File: src/rtl/wb_pkg.sv
// Shared widths and FSM state type for the Wishbone slave decoder.
package wb_pkg;

  localparam int unsigned BusWidth = 32;
  localparam int unsigned SelWidth = BusWidth / 8;
  localparam int unsigned CntWidth = 16;

  typedef enum logic [1:0] {
    StIdle,
    StAccess,
    StResp
  } wb_state_e;

endpackage

File: src/rtl/wb_slave_decoder_if.sv
// Master-side and slave-side bus signals of the Wishbone slave decoder.
interface wb_slave_decoder_if
  import wb_pkg::*;
#(
  parameter int unsigned NumSlaves = 4
) ();

  logic                          wb_cyc_i;
  logic                          wb_stb_i;
  logic                          wb_we_i;
  logic [SelWidth-1:0]           wb_sel_i;
  logic [BusWidth-1:0]           wb_adr_i;
  logic [BusWidth-1:0]           wb_dat_i;
  logic [BusWidth-1:0]           wb_dat_o;
  logic                          wb_ack_o;
  logic                          wb_err_o;

  logic [NumSlaves-1:0]          slv_cyc_o;
  logic [NumSlaves-1:0]          slv_stb_o;
  logic                          slv_we_o;
  logic [SelWidth-1:0]           slv_sel_o;
  logic [BusWidth-1:0]           slv_adr_o;
  logic [BusWidth-1:0]           slv_dat_o;
  logic [BusWidth*NumSlaves-1:0] slv_dat_i;
  logic [NumSlaves-1:0]          slv_ack_i;
  logic [NumSlaves-1:0]          slv_err_i;

  // View of the decoder itself.
  modport slave (
    input  wb_cyc_i, wb_stb_i, wb_we_i, wb_sel_i, wb_adr_i, wb_dat_i,
    output wb_dat_o, wb_ack_o, wb_err_o,
    output slv_cyc_o, slv_stb_o, slv_we_o, slv_sel_o, slv_adr_o, slv_dat_o,
    input  slv_dat_i, slv_ack_i, slv_err_i
  );

  // View of the environment driving the upstream master and downstream slaves.
  modport master (
    output wb_cyc_i, wb_stb_i, wb_we_i, wb_sel_i, wb_adr_i, wb_dat_i,
    input  wb_dat_o, wb_ack_o, wb_err_o,
    input  slv_cyc_o, slv_stb_o, slv_we_o, slv_sel_o, slv_adr_o, slv_dat_o,
    output slv_dat_i, slv_ack_i, slv_err_i
  );

endinterface

File: src/rtl/wb_addr_decode.sv
// Combinational window decode: range check of a byte address and one-hot slave select.
module wb_addr_decode
  import wb_pkg::*;
#(
  parameter logic [BusWidth-1:0] BaseAddr    = '0,
  parameter int unsigned         SlvAddrBits = 8,
  parameter int unsigned         NumSlaves   = 4
) (
  input  logic [BusWidth-1:0]  adr_i,
  output logic                 in_range_o,
  output logic [NumSlaves-1:0] onehot_o
);

  logic [BusWidth-1:0] offset;
  logic [BusWidth-1:0] index;

  always_comb begin
    offset     = adr_i - BaseAddr;
    index      = offset >> SlvAddrBits;
    // The >= test rejects addresses below the base that would wrap to a small index.
    in_range_o = (adr_i >= BaseAddr) && (index < BusWidth'(NumSlaves));
    for (int unsigned k = 0; k < NumSlaves; k++) begin
      onehot_o[k] = in_range_o && (index == BusWidth'(k));
    end
  end

endmodule

File: src/rtl/wb_slave_decoder.sv
// Wishbone 1-to-N address decoder: registered slave strobes, timeout and error counting.
module wb_slave_decoder
  import wb_pkg::*;
#(
  parameter logic [BusWidth-1:0] C_BASEADDR      = 32'h0000_0000,
  parameter int unsigned         C_SLV_ADDR_BITS = 8,
  parameter int unsigned         C_NUM_SLAVES    = 4,
  parameter int unsigned         C_TIMEOUT       = 255
) (
  input  logic                wb_clk_i,
  input  logic                wb_rst_n_i,
  wb_slave_decoder_if.slave   bus,
  output logic [CntWidth-1:0] err_count_o
);

  localparam int unsigned TmoWidth = (C_TIMEOUT > 1) ? $clog2(C_TIMEOUT) : 1;
  localparam logic [TmoWidth-1:0] TmoLast = TmoWidth'(C_TIMEOUT - 1);

  wb_state_e             state_q, state_d;
  logic [C_NUM_SLAVES-1:0] slv_oh_q, slv_oh_d;
  logic [TmoWidth-1:0]   tmo_q, tmo_d;
  logic                  ack_q, ack_d;
  logic                  err_q, err_d;
  logic [BusWidth-1:0]   rdat_q, rdat_d;
  logic [CntWidth-1:0]   err_cnt_q, err_cnt_d;
  logic                  we_q;
  logic [SelWidth-1:0]   sel_q;
  logic [BusWidth-1:0]   adr_q;
  logic [BusWidth-1:0]   dat_q;
  logic                  load_req;
  logic                  err_inc;

  logic                    dec_in_range;
  logic [C_NUM_SLAVES-1:0] dec_onehot;
  logic                    hit_ack;
  logic                    hit_err;
  logic [BusWidth-1:0]     sel_rdata;

  wb_addr_decode #(
    .BaseAddr    (C_BASEADDR),
    .SlvAddrBits (C_SLV_ADDR_BITS),
    .NumSlaves   (C_NUM_SLAVES)
  ) u_addr_decode (
    .adr_i      (bus.wb_adr_i),
    .in_range_o (dec_in_range),
    .onehot_o   (dec_onehot)
  );

  // Responses only count from the slave currently being strobed.
  assign hit_ack = |(bus.slv_ack_i & slv_oh_q);
  assign hit_err = |(bus.slv_err_i & slv_oh_q);

  always_comb begin
    sel_rdata = '0;
    for (int unsigned k = 0; k < C_NUM_SLAVES; k++) begin
      if (slv_oh_q[k]) begin
        sel_rdata = bus.slv_dat_i[BusWidth*k +: BusWidth];
      end
    end
  end

  always_comb begin
    state_d  = state_q;
    slv_oh_d = slv_oh_q;
    tmo_d    = tmo_q;
    ack_d    = 1'b0;
    err_d    = 1'b0;
    rdat_d   = '0;
    load_req = 1'b0;
    err_inc  = 1'b0;

    unique case (state_q)
      StIdle: begin
        if (bus.wb_cyc_i && bus.wb_stb_i) begin
          if (dec_in_range) begin
            state_d  = StAccess;
            slv_oh_d = dec_onehot;
            tmo_d    = '0;
            load_req = 1'b1;
          end else begin
            state_d = StResp;
            err_d   = 1'b1;
            err_inc = 1'b1;
          end
        end
      end
      StAccess: begin
        if (!bus.wb_cyc_i) begin
          state_d  = StIdle;
          slv_oh_d = '0;
        end else if (hit_err) begin
          state_d  = StResp;
          slv_oh_d = '0;
          err_d    = 1'b1;
        end else if (hit_ack) begin
          state_d  = StResp;
          slv_oh_d = '0;
          ack_d    = 1'b1;
          rdat_d   = sel_rdata;
        end else if (tmo_q == TmoLast) begin
          state_d  = StResp;
          slv_oh_d = '0;
          err_d    = 1'b1;
          err_inc  = 1'b1;
        end else begin
          tmo_d = tmo_q + 1'b1;
        end
      end
      StResp: begin
        state_d = StIdle;
      end
      default: begin
        state_d  = StIdle;
        slv_oh_d = '0;
      end
    endcase

    err_cnt_d = err_cnt_q;
    if (err_inc && (err_cnt_q != '1)) begin
      err_cnt_d = err_cnt_q + 1'b1;
    end
  end

  always_ff @(posedge wb_clk_i or negedge wb_rst_n_i) begin
    if (!wb_rst_n_i) begin
      state_q   <= StIdle;
      slv_oh_q  <= '0;
      tmo_q     <= '0;
      ack_q     <= 1'b0;
      err_q     <= 1'b0;
      rdat_q    <= '0;
      err_cnt_q <= '0;
      we_q      <= 1'b0;
      sel_q     <= '0;
      adr_q     <= '0;
      dat_q     <= '0;
    end else begin
      state_q   <= state_d;
      slv_oh_q  <= slv_oh_d;
      tmo_q     <= tmo_d;
      ack_q     <= ack_d;
      err_q     <= err_d;
      rdat_q    <= rdat_d;
      err_cnt_q <= err_cnt_d;
      if (load_req) begin
        we_q  <= bus.wb_we_i;
        sel_q <= bus.wb_sel_i;
        adr_q <= bus.wb_adr_i;
        dat_q <= bus.wb_dat_i;
      end
    end
  end

  assign bus.slv_cyc_o = slv_oh_q;
  assign bus.slv_stb_o = slv_oh_q;
  assign bus.slv_we_o  = we_q;
  assign bus.slv_sel_o = sel_q;
  assign bus.slv_adr_o = adr_q;
  assign bus.slv_dat_o = dat_q;
  assign bus.wb_ack_o  = ack_q;
  assign bus.wb_err_o  = err_q;
  assign bus.wb_dat_o  = rdat_q;
  assign err_count_o   = err_cnt_q;

endmodule
File: src/flat_wrapper.sv
// flat-port wrapper written by rule: the top's interface ports become plain ports
module wb_slave_decoder_flat import wb_pkg::*;
#(
  parameter logic [BusWidth-1:0] C_BASEADDR      = 32'h0000_0000,
  parameter int unsigned         C_SLV_ADDR_BITS = 8,
  parameter int unsigned         C_NUM_SLAVES    = 4,
  parameter int unsigned         C_TIMEOUT       = 255
)
  (wb_clk_i, wb_rst_n_i, err_count_o, bus_wb_cyc_i, bus_wb_stb_i, bus_wb_we_i, bus_wb_sel_i, bus_wb_adr_i, bus_wb_dat_i, bus_wb_dat_o, bus_wb_ack_o, bus_wb_err_o, bus_slv_cyc_o, bus_slv_stb_o, bus_slv_we_o, bus_slv_sel_o, bus_slv_adr_o, bus_slv_dat_o, bus_slv_dat_i, bus_slv_ack_i, bus_slv_err_i);
  wb_slave_decoder_if bus_i ();
  input  logic wb_clk_i;
  input  logic wb_rst_n_i;
  output logic [CntWidth-1:0] err_count_o;
  input wire logic [$bits(bus_i.wb_cyc_i)-1:0] bus_wb_cyc_i;
  input wire logic [$bits(bus_i.wb_stb_i)-1:0] bus_wb_stb_i;
  input wire logic [$bits(bus_i.wb_we_i)-1:0] bus_wb_we_i;
  input wire logic [$bits(bus_i.wb_sel_i)-1:0] bus_wb_sel_i;
  input wire logic [$bits(bus_i.wb_adr_i)-1:0] bus_wb_adr_i;
  input wire logic [$bits(bus_i.wb_dat_i)-1:0] bus_wb_dat_i;
  output wire logic [$bits(bus_i.wb_dat_o)-1:0] bus_wb_dat_o;
  output wire logic [$bits(bus_i.wb_ack_o)-1:0] bus_wb_ack_o;
  output wire logic [$bits(bus_i.wb_err_o)-1:0] bus_wb_err_o;
  output wire logic [$bits(bus_i.slv_cyc_o)-1:0] bus_slv_cyc_o;
  output wire logic [$bits(bus_i.slv_stb_o)-1:0] bus_slv_stb_o;
  output wire logic [$bits(bus_i.slv_we_o)-1:0] bus_slv_we_o;
  output wire logic [$bits(bus_i.slv_sel_o)-1:0] bus_slv_sel_o;
  output wire logic [$bits(bus_i.slv_adr_o)-1:0] bus_slv_adr_o;
  output wire logic [$bits(bus_i.slv_dat_o)-1:0] bus_slv_dat_o;
  input wire logic [$bits(bus_i.slv_dat_i)-1:0] bus_slv_dat_i;
  input wire logic [$bits(bus_i.slv_ack_i)-1:0] bus_slv_ack_i;
  input wire logic [$bits(bus_i.slv_err_i)-1:0] bus_slv_err_i;
  assign bus_i.wb_cyc_i = bus_wb_cyc_i;
  assign bus_i.wb_stb_i = bus_wb_stb_i;
  assign bus_i.wb_we_i = bus_wb_we_i;
  assign bus_i.wb_sel_i = bus_wb_sel_i;
  assign bus_i.wb_adr_i = bus_wb_adr_i;
  assign bus_i.wb_dat_i = bus_wb_dat_i;
  assign bus_wb_dat_o = bus_i.wb_dat_o;
  assign bus_wb_ack_o = bus_i.wb_ack_o;
  assign bus_wb_err_o = bus_i.wb_err_o;
  assign bus_slv_cyc_o = bus_i.slv_cyc_o;
  assign bus_slv_stb_o = bus_i.slv_stb_o;
  assign bus_slv_we_o = bus_i.slv_we_o;
  assign bus_slv_sel_o = bus_i.slv_sel_o;
  assign bus_slv_adr_o = bus_i.slv_adr_o;
  assign bus_slv_dat_o = bus_i.slv_dat_o;
  assign bus_i.slv_dat_i = bus_slv_dat_i;
  assign bus_i.slv_ack_i = bus_slv_ack_i;
  assign bus_i.slv_err_i = bus_slv_err_i;
  wb_slave_decoder #(.C_BASEADDR(C_BASEADDR), .C_SLV_ADDR_BITS(C_SLV_ADDR_BITS), .C_NUM_SLAVES(C_NUM_SLAVES), .C_TIMEOUT(C_TIMEOUT)) u_core (.wb_clk_i(wb_clk_i), .wb_rst_n_i(wb_rst_n_i), .bus(bus_i), .err_count_o(err_count_o));
endmodule
File: config.mk
export PLATFORM = sky130hd
export DESIGN_NAME = wb_slave_decoder_flat
export DESIGN_NICKNAME = d
export VERILOG_FILES = /design/src/rtl/wb_pkg.sv /design/src/rtl/wb_slave_decoder_if.sv /design/src/rtl/wb_addr_decode.sv /design/src/rtl/wb_slave_decoder.sv /design/src/flat_wrapper.sv
export SDC_FILE = /design/constraint.sdc
export NUM_CORES = 1
export LEC_CHECK = 0
export ABC_AREA = 1
export ABC_CLOCK_PERIOD_IN_PS = 1800
export BUFFER_PORTS_ARGS = -buffer_cell sky130_fd_sc_hd__buf_2
export CAP_MARGIN = 20
export CORE_MARGIN = 2
export CORE_UTILIZATION = 24
export DETAILED_ROUTE_END_ITERATION = 10
export HOLD_SLACK_MARGIN = 0.02
export PLACE_DENSITY = 0.57
export SLEW_MARGIN = 10
export SYNTH_ARGS = -nofsm -noshare
export SYNTH_HDL_FRONTEND = slang
export SYNTH_SLANG_ARGS = --single-unit
File: constraint.sdc
create_clock -name wb_clk_i -period 1.8 [get_ports wb_clk_i]
set_clock_uncertainty 0.05 [all_clocks]
set_input_delay 0.36 -clock wb_clk_i [delete_from_list [all_inputs] [get_ports wb_clk_i]]
set_output_delay 0.36 -clock wb_clk_i [all_outputs]
set_load 0.02 [all_outputs]
==> out/results.tsv <==
metric	value	unit
post-route-util	35.6	%
ctsHtreeMaxLevel	4	
tightest_slew	0.455	ns
muxShareOfSynthArea	0	%
fin_nets	1437	
holdPathEnd	u_core.bus.slv_dat_o[6]	
r2r_cells	7	
drc_errors	0	
crit_chain	buf_4 -> buf_12 -> buf_4	
synth-edff-count	0	
async_flop_share	100	%
holdPathStages	3	
grt_pass1_wl	35000	µm
path_buf_inv	3	
outcome	complete, no violations	
r2r_start	u_core.bus.slv_cyc_o[1]	
yosys-top-cells-area	dfrtp_1 50%, nand2_1 14%, o21ai_0 6.1%	
ys_types	31	
chipWidth	171	µm
drv_slew	0	
leakage	5.39	nW
cp-end-kind	primary output	
final_cell_mix	333 x buf_2, 255 x nand2_1, 131 x dfrtp_1	
maxCapViolCount	0	
synth_compound_area_share	11.7	%
syn2layout_area_growth	46.8	%
clkSinkCount	133	
coreArea	0.0276	mm²
timing.max_slew.rel_slack	69.4	%
antenna_found_initial	3	
ys_warn_count	0	
yosys.area_share.xor_xnor	1.44	%
cpPeakStageDelay	0.45	ns
initial_core_util	24.3	%
worstHoldStart	bus_wb_dat_i[6]	
rsz0062_at_grt	true	
cts_tree	done	
cp_slowest_cell	dfrtp_2	
post-dp-hpwl	17300	µm
critPathKind	reg -> out	
yosysTopAreaCell	dfrtp_1	
critPathLaunchType	register	
synth_area_per_cell	7.81	µm²
grt_pass1_vias	6605	
synth_top_family_by_area	simple AND/OR/NAND/NOR gates	
synthCells	858	
cts_buffer_depth	2	
post-route-period-util	97.9	%
yosys.area_share.adder	0.560	%
power-per-cell-area	809	mW/mm²
die_area	0.0293	mm²
drt_pass1_iterations	4	
hp-class	in -> reg	
vias_per_cell	4.28	
critPathMostFrequentCell	buf_4	
ys_ff_latch	133	
cts_buffers	17	
wl	22700	µm
cp.required	1.39	ns
peakVddDrop	0.473	mV
insertion_delay	0.42	ns
ios	336	
cp_data_arrival_time	1.35	ns
syn_area	0.00670	mm²
portBuffers	335	
syn-num-nets	1070	
final_hold_viol_count	0	
cts-root-buf	clkbuf_16	
min_period	1.76	ns
crit_family	buffers and inverters	
die_y	171	µm
r2r_end	u_core.bus.wb_dat_o[30]	
grt_overflow	0	
track_usage	15.3	%
critical_path_peak_fanout	29	
final_common_cell	buf_2	
grt_max_degree	53	
whs	0.0879	ns
globalplace.congestion	0.825	
reg2reg_setup_slack	0.11	ns
avgRoutedWirePerCell	14.0	µm
yosys.area_share.simple	29.2	%
drt-initial-drc-count	283	
num_rows	61	
synth_top_area_share	49.7	%
ys.flop_type	dfrtp_1	
yosysSeqAreaShare	49.7	%
drive_above_1_share	38.5	%
finalSetupViolations	0	
clock.fmax	568	MHz
clk_pin_slew	0.07	ns
num_vias	6932	
ant_nets	0	
==> registers in the layout, summed over array words and instances (netlist names) <==
register and count:
u_core.bus.slv_dat_o 32, u_core.tmo_q 8, u_core.bus.slv_we_o 1, u_core.bus.wb_err_o 1, u_core.bus.slv_cyc_o 4, u_core.bus.wb_ack_o 1, u_core.bus.slv_sel_o 4, u_core.bus.wb_dat_o 32
u_core.err_count_o 16, u_core.state_q 2, u_core.bus.slv_adr_o 32
==> routing by layer <==
| layer | vias up | track usage, % | part of all wire [%] |
|---|---|---|---|
| met5 | - | 0 | 0 |
| met4 | 0 | 4.46 | 1.6 |
| met3 | 22 | 2.98 | 5.4 |
| met2 | 219 | 25.6 | 49 |
| met1 | 3208 | 20.1 | 45 |
| li1 | 3483 | - | - |
==> cells by family (layout without fill, tap and decap cells) <==
kind of cell	count (synthesis)	count (layout)
AND/OR/NAND/NOR	450	450
AO/OA/AOI/OAI	155	155
flip-flops	133	133
buffers and inverters	106	486
XOR/XNOR	11	11
adder cells (fa/ha/maj)	3	3
other	0	3
==> area by class of cell <==
| cell class | count | area [µm²] |
|---|---|---|
| clock buffers | 17 | 425 |
| well taps | 378 | 473 |
| fillers | 2963 | 17800 |
| flip-flops and latches | 133 | 3330 |
| repair buffers | 395 | 2280 |
| inverters | 59 | 221 |
| multi-input cells | 619 | 2890 |
| diodes | 3 | 7.51 |
| clock inverters | 15 | 216 |
==> where the power goes <==
group	switching (mW)	leakage, nW	internal, mW	total (mW)
Combinational	0.555	3.35	0.412	0.967
Clock	1.50	0.308	2.36	3.87
Sequential	0.0683	1.73	3.06	3.13
Total	2.13	5.39	5.84	7.96
==> synth_stat cells, types with 2 or more instances <==
library cell / instances
a21oi_1: 64
or2_2: 5
nor3_1: 3
nor2_2: 5
buf_2: 11
inv_2: 7
inv_1: 52
xnor2_1: 4
xor2_1: 7
ha_1: 3
o21ai_1: 6
clkbuf_1: 22
o21ai_0: 82
buf_6: 6
nor2_1: 95
buf_4: 7
nand4_1: 10
nand3_2: 2
dfrtp_1: 133
nor2_4: 6
nor3_2: 2
nand3_1: 46
nand2_1: 255
nand2_2: 17
nand2_4: 2
==> tightest hold or removal path: cells and delay by family <==
family                 cells  cell delay [ns]
and+or+nand+nor            2             0.08
buffers and inverters      1             0.07
==> worst max-delay path by stage <==
stage	from	endpoint	slack [ns]	cells past startpoint
2_1_floorplan	u_core.err_count_o[0]	u_core.err_count_o[2]	0.07	7
3_3_place_gp	u_core.bus.slv_cyc_o[1]	u_core.bus.wb_dat_o[30]	0.05	7
3_5_place_dp	bus_wb_adr_i[13]	u_core.bus.slv_adr_o[5]	0.03	11
4_1_cts	u_core.bus.slv_cyc_o[1]	bus_slv_cyc_o[1]	0.0007	3
5_1_grt	u_core.bus.slv_cyc_o[1]	bus_slv_cyc_o[1]	-0.02	3
6_report	u_core.bus.slv_cyc_o[1]	bus_slv_cyc_o[1]	0.04	3
==> through the flow <==
| stage | setup slack [ns] | setup TNS, ns | power, mW | instance area, µm² | std cells |
|---|---|---|---|---|---|
| global placement | 0.0546 | 0 | 4.14 | 9090 | 1579 |
| CTS | 0.000662 | 0 | 8.09 | 9750 | 1612 |
| floorplan | 0.0726 | 0 | 3.60 | 6700 | 858 |
| finish | 0.0380 | 0 | 7.96 | 9840 | 1619 |
| detailed placement | 0.0325 | 0 | 4.14 | 9090 | 1579 |
| global route | -0.0211 | -0.0220 | 8.34 | 9840 | 1619 |
==> timing repair <==
action                     CTS  global route
buffers inserted             0             3
resized for setup            1             9
hold endpoints to repair    25             0
pin swaps                    0             3
hold buffers                 1             0
gates cloned                 0             1
setup endpoints to repair    1            19
No activity file was read; power rests on OpenSTA's default activity.
